## src/rtl/ped_crossing_ctrl.sv

```systemverilog
// ped_crossing_ctrl: pedestrian WALK/DON'T-WALK heads driven from the traffic light lamp codes
module ped_crossing_ctrl #(
  parameter int WALK_TIME  = 2,
  parameter int CLEAR_TIME = 3,
  parameter int TW         = 4
) (
  input  logic          clk,
  input  logic          rst,
  input  logic          tick,
  input  logic [1:0]    EW_lights,
  input  logic [1:0]    NS_lights,
  input  logic          ped_req_ns,
  input  logic          ped_req_ew,
  output logic          ns_walk,
  output logic          ns_dontwalk,
  output logic          ew_walk,
  output logic          ew_dontwalk,
  output logic [TW-1:0] ns_count,
  output logic [TW-1:0] ew_count,
  output logic          fault
);
  typedef enum logic [1:0] {IDLE, WALK, CLEAR} state_t;
  logic                 r_fault;
  logic                 w_fault_set;
  logic                 w_kill;
  logic [1:0]           w_walk;
  logic [1:0]           w_dontwalk;
  logic [1:0][TW-1:0]   w_count;
  logic [1:0][1:0]      w_lights;
  logic [1:0]           w_btn;
  assign w_lights    = {EW_lights, NS_lights};
  assign w_btn       = {ped_req_ew, ped_req_ns};
  assign w_fault_set = (EW_lights == 2'b10 && NS_lights == 2'b10) || EW_lights == 2'b11 || NS_lights == 2'b11;
  assign w_kill      = r_fault || w_fault_set;
  // Conflict flag latches on any green/green or invalid code and holds until reset
  always_ff @(posedge clk)
    if (rst) r_fault <= 1'b0;
    else     r_fault <= r_fault | w_fault_set;
  for (genvar g = 0; g < 2; g++) begin : g_dir
    state_t        r_state;
    logic          r_req;
    logic          r_prev;
    logic          r_flash;
    logic [TW-1:0] r_timer;
    logic          w_green;
    logic          w_rise;
    assign w_green = w_lights[g] == 2'b10;
    assign w_rise  = w_green && !r_prev;
    // Per-direction walk/clear sequencer, served on the rising edge of the parallel green
    always_ff @(posedge clk)
      if (rst) begin
        r_state <= IDLE;
        r_req   <= 1'b0;
        r_prev  <= 1'b0;
        r_flash <= 1'b0;
        r_timer <= '0;
      end else begin
        r_prev <= w_green;
        r_req  <= r_req | w_btn[g];
        if (w_kill) begin
          r_state <= IDLE;
          r_req   <= 1'b0;
          r_flash <= 1'b0;
          r_timer <= '0;
        end else begin
          case (r_state)
            IDLE:
              if (w_rise && (r_req || w_btn[g])) begin
                r_state <= WALK;
                r_timer <= TW'(WALK_TIME);
                r_req   <= 1'b0;
              end
            WALK:
              if (!w_green) begin
                r_state <= IDLE;
                r_timer <= '0;
              end else if (tick) begin
                if (r_timer == TW'(1)) begin
                  r_state <= CLEAR;
                  r_timer <= TW'(CLEAR_TIME);
                  r_flash <= 1'b1;
                end else r_timer <= r_timer - TW'(1);
              end
            CLEAR:
              if (w_lights[g] == 2'b00 || w_lights[g] == 2'b11) begin
                r_state <= IDLE;
                r_timer <= '0;
              end else if (tick) begin
                r_flash <= ~r_flash;
                if (r_timer == TW'(1)) begin
                  r_state <= IDLE;
                  r_timer <= '0;
                end else r_timer <= r_timer - TW'(1);
              end
            default: r_state <= IDLE;
          endcase
        end
      end
    assign w_walk[g]     = r_state == WALK;
    assign w_dontwalk[g] = r_state == WALK ? 1'b0 : r_state == CLEAR ? r_flash : 1'b1;
    assign w_count[g]    = r_state == CLEAR ? r_timer : '0;
  end
  assign ns_walk     = w_walk[0];
  assign ew_walk     = w_walk[1];
  assign ns_dontwalk = w_dontwalk[0];
  assign ew_dontwalk = w_dontwalk[1];
  assign ns_count    = w_count[0];
  assign ew_count    = w_count[1];
  assign fault       = r_fault;
endmodule

```

## config.mk

```make
export PLATFORM = sky130hd
export DESIGN_NAME = ped_crossing_ctrl
export DESIGN_NICKNAME = d
export VERILOG_FILES = /design/src/rtl/ped_crossing_ctrl.sv
export SDC_FILE = /design/constraint.sdc
export NUM_CORES = 1
export LEC_CHECK = 0
export CORE_MARGIN = 1.5
export CORE_UTILIZATION = 50
export CTS_BUF_LIST = sky130_fd_sc_hd__clkbuf_4
export DETAILED_ROUTE_END_ITERATION = 12
export HOLD_SLACK_MARGIN = 0.03
export PLACE_DENSITY = 0.8
export SYNTH_ARGS = -nofsm -noshare
export SYNTH_HDL_FRONTEND = slang
export SYNTH_SLANG_ARGS = --single-unit
```

## constraint.sdc

```tcl
create_clock -name clk -period 1.9 [get_ports clk]
set_input_delay 0.38 -clock clk [delete_from_list [all_inputs] [get_ports clk]]
set_output_delay 0.38 -clock clk [all_outputs]
set_load 0.02 [all_outputs]
```

# Yosys cells after proc, flatten, opt, wreduce, memory -nomap -nowiden
# Index checks and enable logic that the tools add are counted.
# word_totals
reg_bits	19
out_inout_bits	13
wordCells	131
# classes
n_addsub	2
eq_ne	30
mux	54
bitwise	5
n_reduce_logical	29
# op_table
cell	n
$mux W4	16
$mux W2	14
$pmux W4 S3	2
$mux W1	18
$ne A3 B3 Y1 const B	6
$ne A2 B2 Y1 const B	8
$eq A2 B2 Y1 const B	6
$pmux W2 S3	2
$reduce_and A6 Y1	2
$reduce_and A5 Y1	2
$eq A4 B1 Y1 const B	2
$logic_not A2 Y1	4
$ne A2 B1 Y1 const B	4
$reduce_and A4 Y1	2
$sub A4 B1 Y4 const B	2
$logic_or A1 B1 Y1	7
$ne A3 B2 Y1 const B	2
$reduce_bool A3 Y1	2
$logic_and A1 B1 Y1	5
$eq A2 B1 Y1 const B	2
$pmux W1 S2	2
$reduce_bool A2 Y1	2
$or A1 B1 Y1	3
$logic_not A1 Y1	2
other kinds (2)	3

# Depth between registers and ports, before layout
# Gate-level depths: netlist of the first run.
# logic_depth
ltp_word	6
depth_mapped	7
depth_no_buf	6

# Worst setup path before layout of the first run
# No wires, ideal clock.
# synth_timing
path_kind	input -> register
start	input EW_lights[0]
end	register g_dir[1].r_timer[3]
setup_time_ps	74
arrival_ps	1557
t_required_ps	1826
path_slack_ps	269
path_stages	6
path_cell_list	inv_1 ha_1 nand2b_2 a211oi_1 nand4_1 a31oi_1
# synth_via
elab_chain_cells	6
# synth_lines
element	line_no	rtl
start: declaration	10	input logic [1:0] EW_lights,
branches (longest 6 deep; another with $reduce_and A4 Y1)	n/a	
end signal: assignment	70	r_timer <= TW'(WALK_TIME);
end signal: assignment	80	r_timer <= TW'(CLEAR_TIME);
end signal: assignment	82	end else r_timer <= r_timer - TW'(1);
end: declaration	44	logic [TW-1:0] r_timer;
# Parallel ways; which one is timed is not known.
# A chain may end at the register's enable or synchronous reset.

# Final worst setup path of the first run
# layout_timing
start	input NS_lights[1]
end	register g_dir[0].r_timer[2]
# layout_via
elab_chain_cells	6
# layout_lines
element	line_no	rtl
start: declaration	11	input logic [1:0] NS_lights,
$eq A2 B2 Y1 *	47	assign w_green = w_lights[g] == 2'b10;
via g_dir[0].w_green	45	logic w_green;
branches (longest 5 deep; another with $reduce_and A4 Y1)	n/a	
end signal: assignment	70	
end signal: assignment	80	
end signal: assignment	82	
end: declaration	44	
# Mark *: on every way through the listed nets, which the timed path passes.

==> qor.txt, run 1 <==
outcome -> completed
Crit Path Class -> in -> reg
residual DRC count -> 0
data required time of the worst path -> 2.09 ns
CTS Root Cell -> clkbuf_4
share of layout cells above drive strength 1 -> 24.0%
Slew Limit Fails -> 0
1st-pass router iterations -> 4
Worst slew margin -> 71.0%
Setup-failing EPs final -> 0
1st-iter DRT viols -> 89
GRT met1 Usage -> 32.9%
Max-Cap Viols -> 0
CTS Hold Bufs -> 0
crit path DAT -> 2.04 ns
Core Area -> 0.00257 mm^2
final WL -> 3810 um
Seq/Total Area, Yosys -> 27.3%
Synth async-reset ratio -> 0%
width of the die -> 55.8 um
Tcrit/Tclk final -> 97.4%
LEAKAGE -> 0.000705 uW
Max IR drop VDD -> 0.460 mV
worst min-delay path category -> reg -> reg
Worst Skew -> 0.00237 ns
CP Capture Type -> flip-flop
critical path launch point type -> input pin
total negative slack -> 0 ns
Area Overhead vs Synth -> 32.2%
initial antenna violation count -> 0
syn_area_per_cell -> 8.55 um^2
Fillers -> 206
ranking of synthesized cells by area -> dfxtp_1 27%, ha_1 13%, a21oi_1 5.0%
Seq cells post-synth -> 19
dominant cell type by area after synthesis -> dfxtp_1
Syn Nets -> 186
vias per cell -> 6.20
clk sinks -> 19
ant diodes -> 0
Ys Warns -> 0
CP max FO -> 6
PwrDens -> 427 mW/mm^2
Layout Nets -> 224
Num CTS Buffers -> 3
Reg clk slew, reported paths -> 0.12 ns
die area -> 0.00311 mm^2
Post-Place Cells -> 224
Cell Area, Placed -> 0.00172 mm^2
Finished Cell Area -> 0.00184 mm^2
largest net degree at the start of global routing -> 17
worst-margin pin slew -> 0.435 ns
Final HPWL DP -> 2550 um
routed vias -> 1427
Vert. Die Dim -> 55.8 um
port buffer count -> 21
Cell Rows -> 18
Final ANT Viol Nets -> 0
Final min period -> 1.85 ns
Avg WL per Cell -> 16.6 um
vias in the first global route -> 1331
r2r setup slk -> 0.17 ns
CTS Buffer Depth -> 2
Synth cell types -> 42
Tot GR Track Use -> 24.5%
global route hottest layer -> met2
Final Hold Fails -> 0
Post-synth EDFFs -> 0
most common flop cell mapped by yosys -> dfxtp_1
Syn Inst Count -> 163
CTS HTree Levels -> 1
initial core utilization -> 54.3%
achievable frequency -> 540 MHz
Clock Latency Late Sink -> 0.30 ns
Layout Cells excl Fill -> 230
Min Hold Slack -> 0.494 ns
Final GP Congestion -> 0.897
Post-Synthesis Cell Area -> 0.00139 mm^2
met3 usage -> 5.35%
power consumption -> 787 uW
post-synth top area share -> 27.3%
first-pass GRT wire length -> 6180 um
Ports -> 22
global route overflow -> 0
CTS tree -> yes
met2 usage -> 40.5%
flip-flops by register name, summed over array words and instances, names as in the netlist:
name,count
g_dir.r_flash,2
g_dir.r_prev,2
g_dir.r_timer,8
g_dir.r_req,2
fault,1
g_dir.r_state,4
through the flow:
| step | utilization [%] | setup WS, ns |
|---|---|---|
| 5_1_grt | 71.8 | -0.0125 |
| 4_1_cts | 69.4 | -0.0596 |
| 6_report | 71.8 | 0.0486 |
| 3_5_place_dp | 67.0 | -0.432 |
| 2_1_floorplan | - | 0.269 |
| 3_3_place_gp | 67.0 | -0.339 |
placed cells by master (no fill, tap or decap), types with 3 or more instances in the layout:
| cell type | instances |
|---|---|
| dfxtp_1 | 18 |
| inv_1 | 16 |
| buf_4 | 14 |
| a21oi_1 | 13 |
| ha_1 | 10 |
| o21ai_0 | 9 |
| clkdlybuf4s50_1 | 8 |
| and2_1 | 7 |
| nand4_1 | 7 |
| a31oi_1 | 7 |
| o31ai_1 | 6 |
| dlygate4sd2_1 | 6 |
| nor2_1 | 5 |
| nand2b_1 | 4 |
| clkdlybuf4s15_1 | 4 |
| or2_2 | 3 |
| a21o_1 | 3 |
| nand3b_1 | 3 |
| clkbuf_4 | 3 |
report_power, final:
| part | internal, uW | switching, uW | leakage [uW] |
|---|---|---|---|
| clock | 78.5 | 134 | 0.0000177 |
| combinational | 77.6 | 84.3 | 0.000533 |
| sequential | 407 | 5.95 | 0.000154 |
synthesized netlist by cell type, types with 3 or more instances:
master,count
dfxtp_1,19
inv_1,17
a21oi_1,14
ha_1,14
o21ai_0,9
a31oi_1,7
and2_1,7
nand4_1,7
o31ai_1,6
nand2b_1,5
nor2_1,5
a21o_1,3
a311oi_1,3
buf_2,3
nand3b_1,3
or2_2,3
what timing repair did:
| item | 4_1_cts | 5_1_grt |
|---|---|---|
| setup endpoints to repair | 21 | 19 |
| buffers inserted | 0 | 1 |
| gates resized for setup | 22 | 19 |
| pin swaps | 0 | 3 |
| gates cloned | 0 | 1 |
critical path, cell delays in order:
cell and delay [ns]:
clkdlybuf4s50_1 0.53, ha_4 0.19, buf_4 0.12, nand2b_1 0.07
o21a_1 0.25, o41ai_1 0.39, a21oi_1 0.12
layout make-up:
| cell class | instances | area [um^2] | area share [%] |
|---|---|---|---|
| multi-input combinational | 123 | 1020 | 55.1 |
| sequential | 19 | 382 | 20.7 |
| timing repair buffer | 37 | 317 | 17.2 |
| inverter | 17 | 63.8 | 3.46 |
| tap | 30 | 37.5 | 2.04 |
| clock buffer | 3 | 22.5 | 1.22 |
| clock inverter | 1 | 5.00 | 0.272 |
kinds of logic after synthesis:
kind of cell	after synthesis	synth area share, %
flops	19	27.3
compound gates	60	30.1
buf+inv	21	6.46
fa+ha+maj	14	12.6
simple gates	49	23.6
worst paths after layout:
check,from,to,cells after the start
worst max-delay path,NS_lights[1],g_dir[0].r_timer[2],7
worst max register to register,g_dir[0].r_state[1],g_dir[0].r_timer[2],6
worst min-delay path,g_dir[1].r_prev,g_dir[1].r_req,2
worst min register to register,g_dir[1].r_prev,g_dir[1].r_req,2
layer usage:
layer	vias up	wire length [um]
met5	-	0
met1	680	1670
met2	59	1870
li1	686	-
met4	0	15
met3	2	254
Power figures use the tool's default switching activity.
==> run 2, diff against run 1 <==
--- a/config.mk
+++ b/config.mk
@@ -5,12 +5,13 @@
 export SDC_FILE = /design/constraint.sdc
 export NUM_CORES = 1
 export LEC_CHECK = 0
+export ABC_CLOCK_PERIOD_IN_PS = 1900
 export CORE_MARGIN = 1.5
-export CORE_UTILIZATION = 50
+export CORE_UTILIZATION = 55
 export CTS_BUF_LIST = sky130_fd_sc_hd__clkbuf_4
 export DETAILED_ROUTE_END_ITERATION = 12
 export HOLD_SLACK_MARGIN = 0.03
-export PLACE_DENSITY = 0.8
+export PLACE_DENSITY = 0.86
 export SYNTH_ARGS = -nofsm -noshare
 export SYNTH_HDL_FRONTEND = slang
 export SYNTH_SLANG_ARGS = --single-unit
==> run 2 against run 1 <==
Net effect: routed wire length decreased by 1.6%; sequential share of layout area decreased by 0.29 points; sequential power about the same; maximum frequency decreased by 0.56%; critical endpoint is now ew_count[2]; cell count increased by 0.87%; via count about the same; utilization increased by 5.1 points; die area decreased by 8.6%; clock power increased by 9.9%; largest cell class unchanged; clock skew decreased by 0.00068 ns; non-clock buffer count increased by 2; critical path depth decreased by 3; critical path type is now reg -> out.
==> qor.txt, run 2 (synthesis gave the netlist of run 1 again) <==
Fillers -> 170
largest net degree at the start of global routing -> 14
Final ANT Viol Nets -> 0
CP Capture Type -> primary output
top flop regs -> g_dir.r_timer: 8 flops, g_dir.r_state: 4 flops
worst min-delay path category -> reg -> reg
initial core utilization -> 57.3%
Final GP Congestion -> 0.951
1st-iter DRT viols -> 26
Reg clk slew, reported paths -> 0.11 ns
Clock Latency Late Sink -> 0.31 ns
residual DRC count -> 0
GRT met1 Usage -> 32.5%
Layout Cells excl Fill -> 232
met3 usage -> 6.78%
first-pass GRT wire length -> 6000 um
vias per cell -> 6.16
CTS Hold Bufs -> 0
Core Area -> 0.00243 mm^2
Avg WL per Cell -> 16.1 um
most frequent cells in the layout -> 18 x dfxtp_1, 18 x buf_4, 17 x inv_1, 12 x a21oi_1
critical path launch point type -> flip-flop
clk sinks -> 19
max FFs per register -> 8
Setup-failing EPs final -> 0
Max-Cap Viols -> 0
Setup Fix Bufs, Post-CTS -> 0
vias in the first global route -> 1374
Num CTS Buffers -> 3
port buffer count -> 21
Final HPWL DP -> 2560 um
LEAKAGE -> 0.000724 uW
achievable frequency -> 537 MHz
crit path DAT -> 1.48 ns
Post-Place Cells -> 228
Tcrit/Tclk final -> 98.0%
Ports -> 22
met2 usage -> 51.4%
final WL -> 3750 um
Worst Skew -> 0.00169 ns
Final Hold Fails -> 0
Max IR drop VDD -> 0.657 mV
Top reg by flops -> g_dir.r_timer
CTS Buffer Depth -> 2
data required time of the worst path -> 1.52 ns
CTS HTree Levels -> 1
worst-margin pin slew -> 0.486 ns
Slew Limit Fails -> 0
Final min period -> 1.86 ns
outcome -> completed
Tot GR Track Use -> 28.3%
PwrDens -> 434 mW/mm^2
Layout Nets -> 226
initial antenna violation count -> 0
setup ws final -> 0.0382 ns
Vert. Die Dim -> 53.3 um
CTS tree -> yes
CP max FO -> 6
share of layout cells above drive strength 1 -> 24.8%
CTS Root Cell -> clkbuf_4
global route overflow -> 0
Area Overhead vs Synth -> 34.1%
global route hottest layer -> met2
1st-pass router iterations -> 4
Setup WS pre-CTS -> -0.367 ns
die area -> 0.00285 mm^2
ant diodes -> 0
Crit Path Class -> reg -> out
width of the die -> 53.3 um
Cell Rows -> 18
Worst slew margin -> 67.5%
routed vias -> 1428
## run 2: timing repair
item / 4_1_cts / 5_1_grt
gates resized for setup: 18 / 18
endpoints found under the setup margin: 17 / 19
pin swaps: 0 / 0
## run 2: critical path, cell delays in order, from the launching register on
cell and delay (ns):
dfxtp_1 0.37, inv_1 0.08, ha_2 0.23, and2_2 0.19, dlygate4sd2_1 0.31
## run 2: layout make-up
cell class                      instances  area (um^2)  area share [%]
Multi-Input combinational cell        123         1030            55.3
Sequential cell                        19          382            20.4
Timing Repair Buffer                   39          323            17.3
Inverter                               17         63.8            3.41
Tap cell                               30         37.5            2.01
Clock buffer                            4         30.0            1.61
## run 2: final timing paths
check | start | to | slack, ns | depth (start not counted)
worst min register to register | g_dir[0].r_prev | g_dir[0].r_req | 0.49 | 2
worst max-delay path | g_dir[1].r_state[0] | ew_count[2] | 0.04 | 4
worst max register to register | g_dir[0].r_state[1] | g_dir[0].r_timer[2] | 0.22 | 7
worst min-delay path | g_dir[0].r_prev | g_dir[0].r_req | 0.49 | 2
## run 2: routing by layer
metal,part of all wire [%],vias to the layer above
li1,-,691
met1,41,677
met2,53,51
met3,4.5,9
met4,1.9,0
met5,0,-
## run 2: power by group
part	internal [uW]	switching [uW]	leakage (uW)
Combinational	81.3	83.8	0.000551
Sequential	407	5.89	0.000154
Clock	96.3	137	0.0000184
## run 2: metrics by stage
stage / setup TNS (ns) / util [%] / power [uW] / hold WS (ns) / cell area, um^2
floorplan: 0 / - / 499 / 0.450 / 1390
global placement: -3.13 / 72.0 / 557 / 0.456 / 1750
detailed placement: -3.98 / 72.0 / 564 / 0.463 / 1750
CTS: 0 / 73.5 / 792 / 0.480 / 1790
global route: -0.0145 / 76.9 / 847 / 0.523 / 1870
finish: 0 / 76.9 / 811 / 0.485 / 1870
==> run 3, diff against run 2 <==
--- a/config.mk
+++ b/config.mk
@@ -7,11 +7,11 @@
 export LEC_CHECK = 0
 export ABC_CLOCK_PERIOD_IN_PS = 1900
 export CORE_MARGIN = 1.5
-export CORE_UTILIZATION = 55
+export CORE_UTILIZATION = 50
 export CTS_BUF_LIST = sky130_fd_sc_hd__clkbuf_4
 export DETAILED_ROUTE_END_ITERATION = 12
 export HOLD_SLACK_MARGIN = 0.03
-export PLACE_DENSITY = 0.86
+export PLACE_DENSITY = 0.8
 export SYNTH_ARGS = -nofsm -noshare
 export SYNTH_HDL_FRONTEND = slang
 export SYNTH_SLANG_ARGS = --single-unit
==> results of run 3 <==
Same layout as run 1: the final DEF is identical, and so are final timing and power.
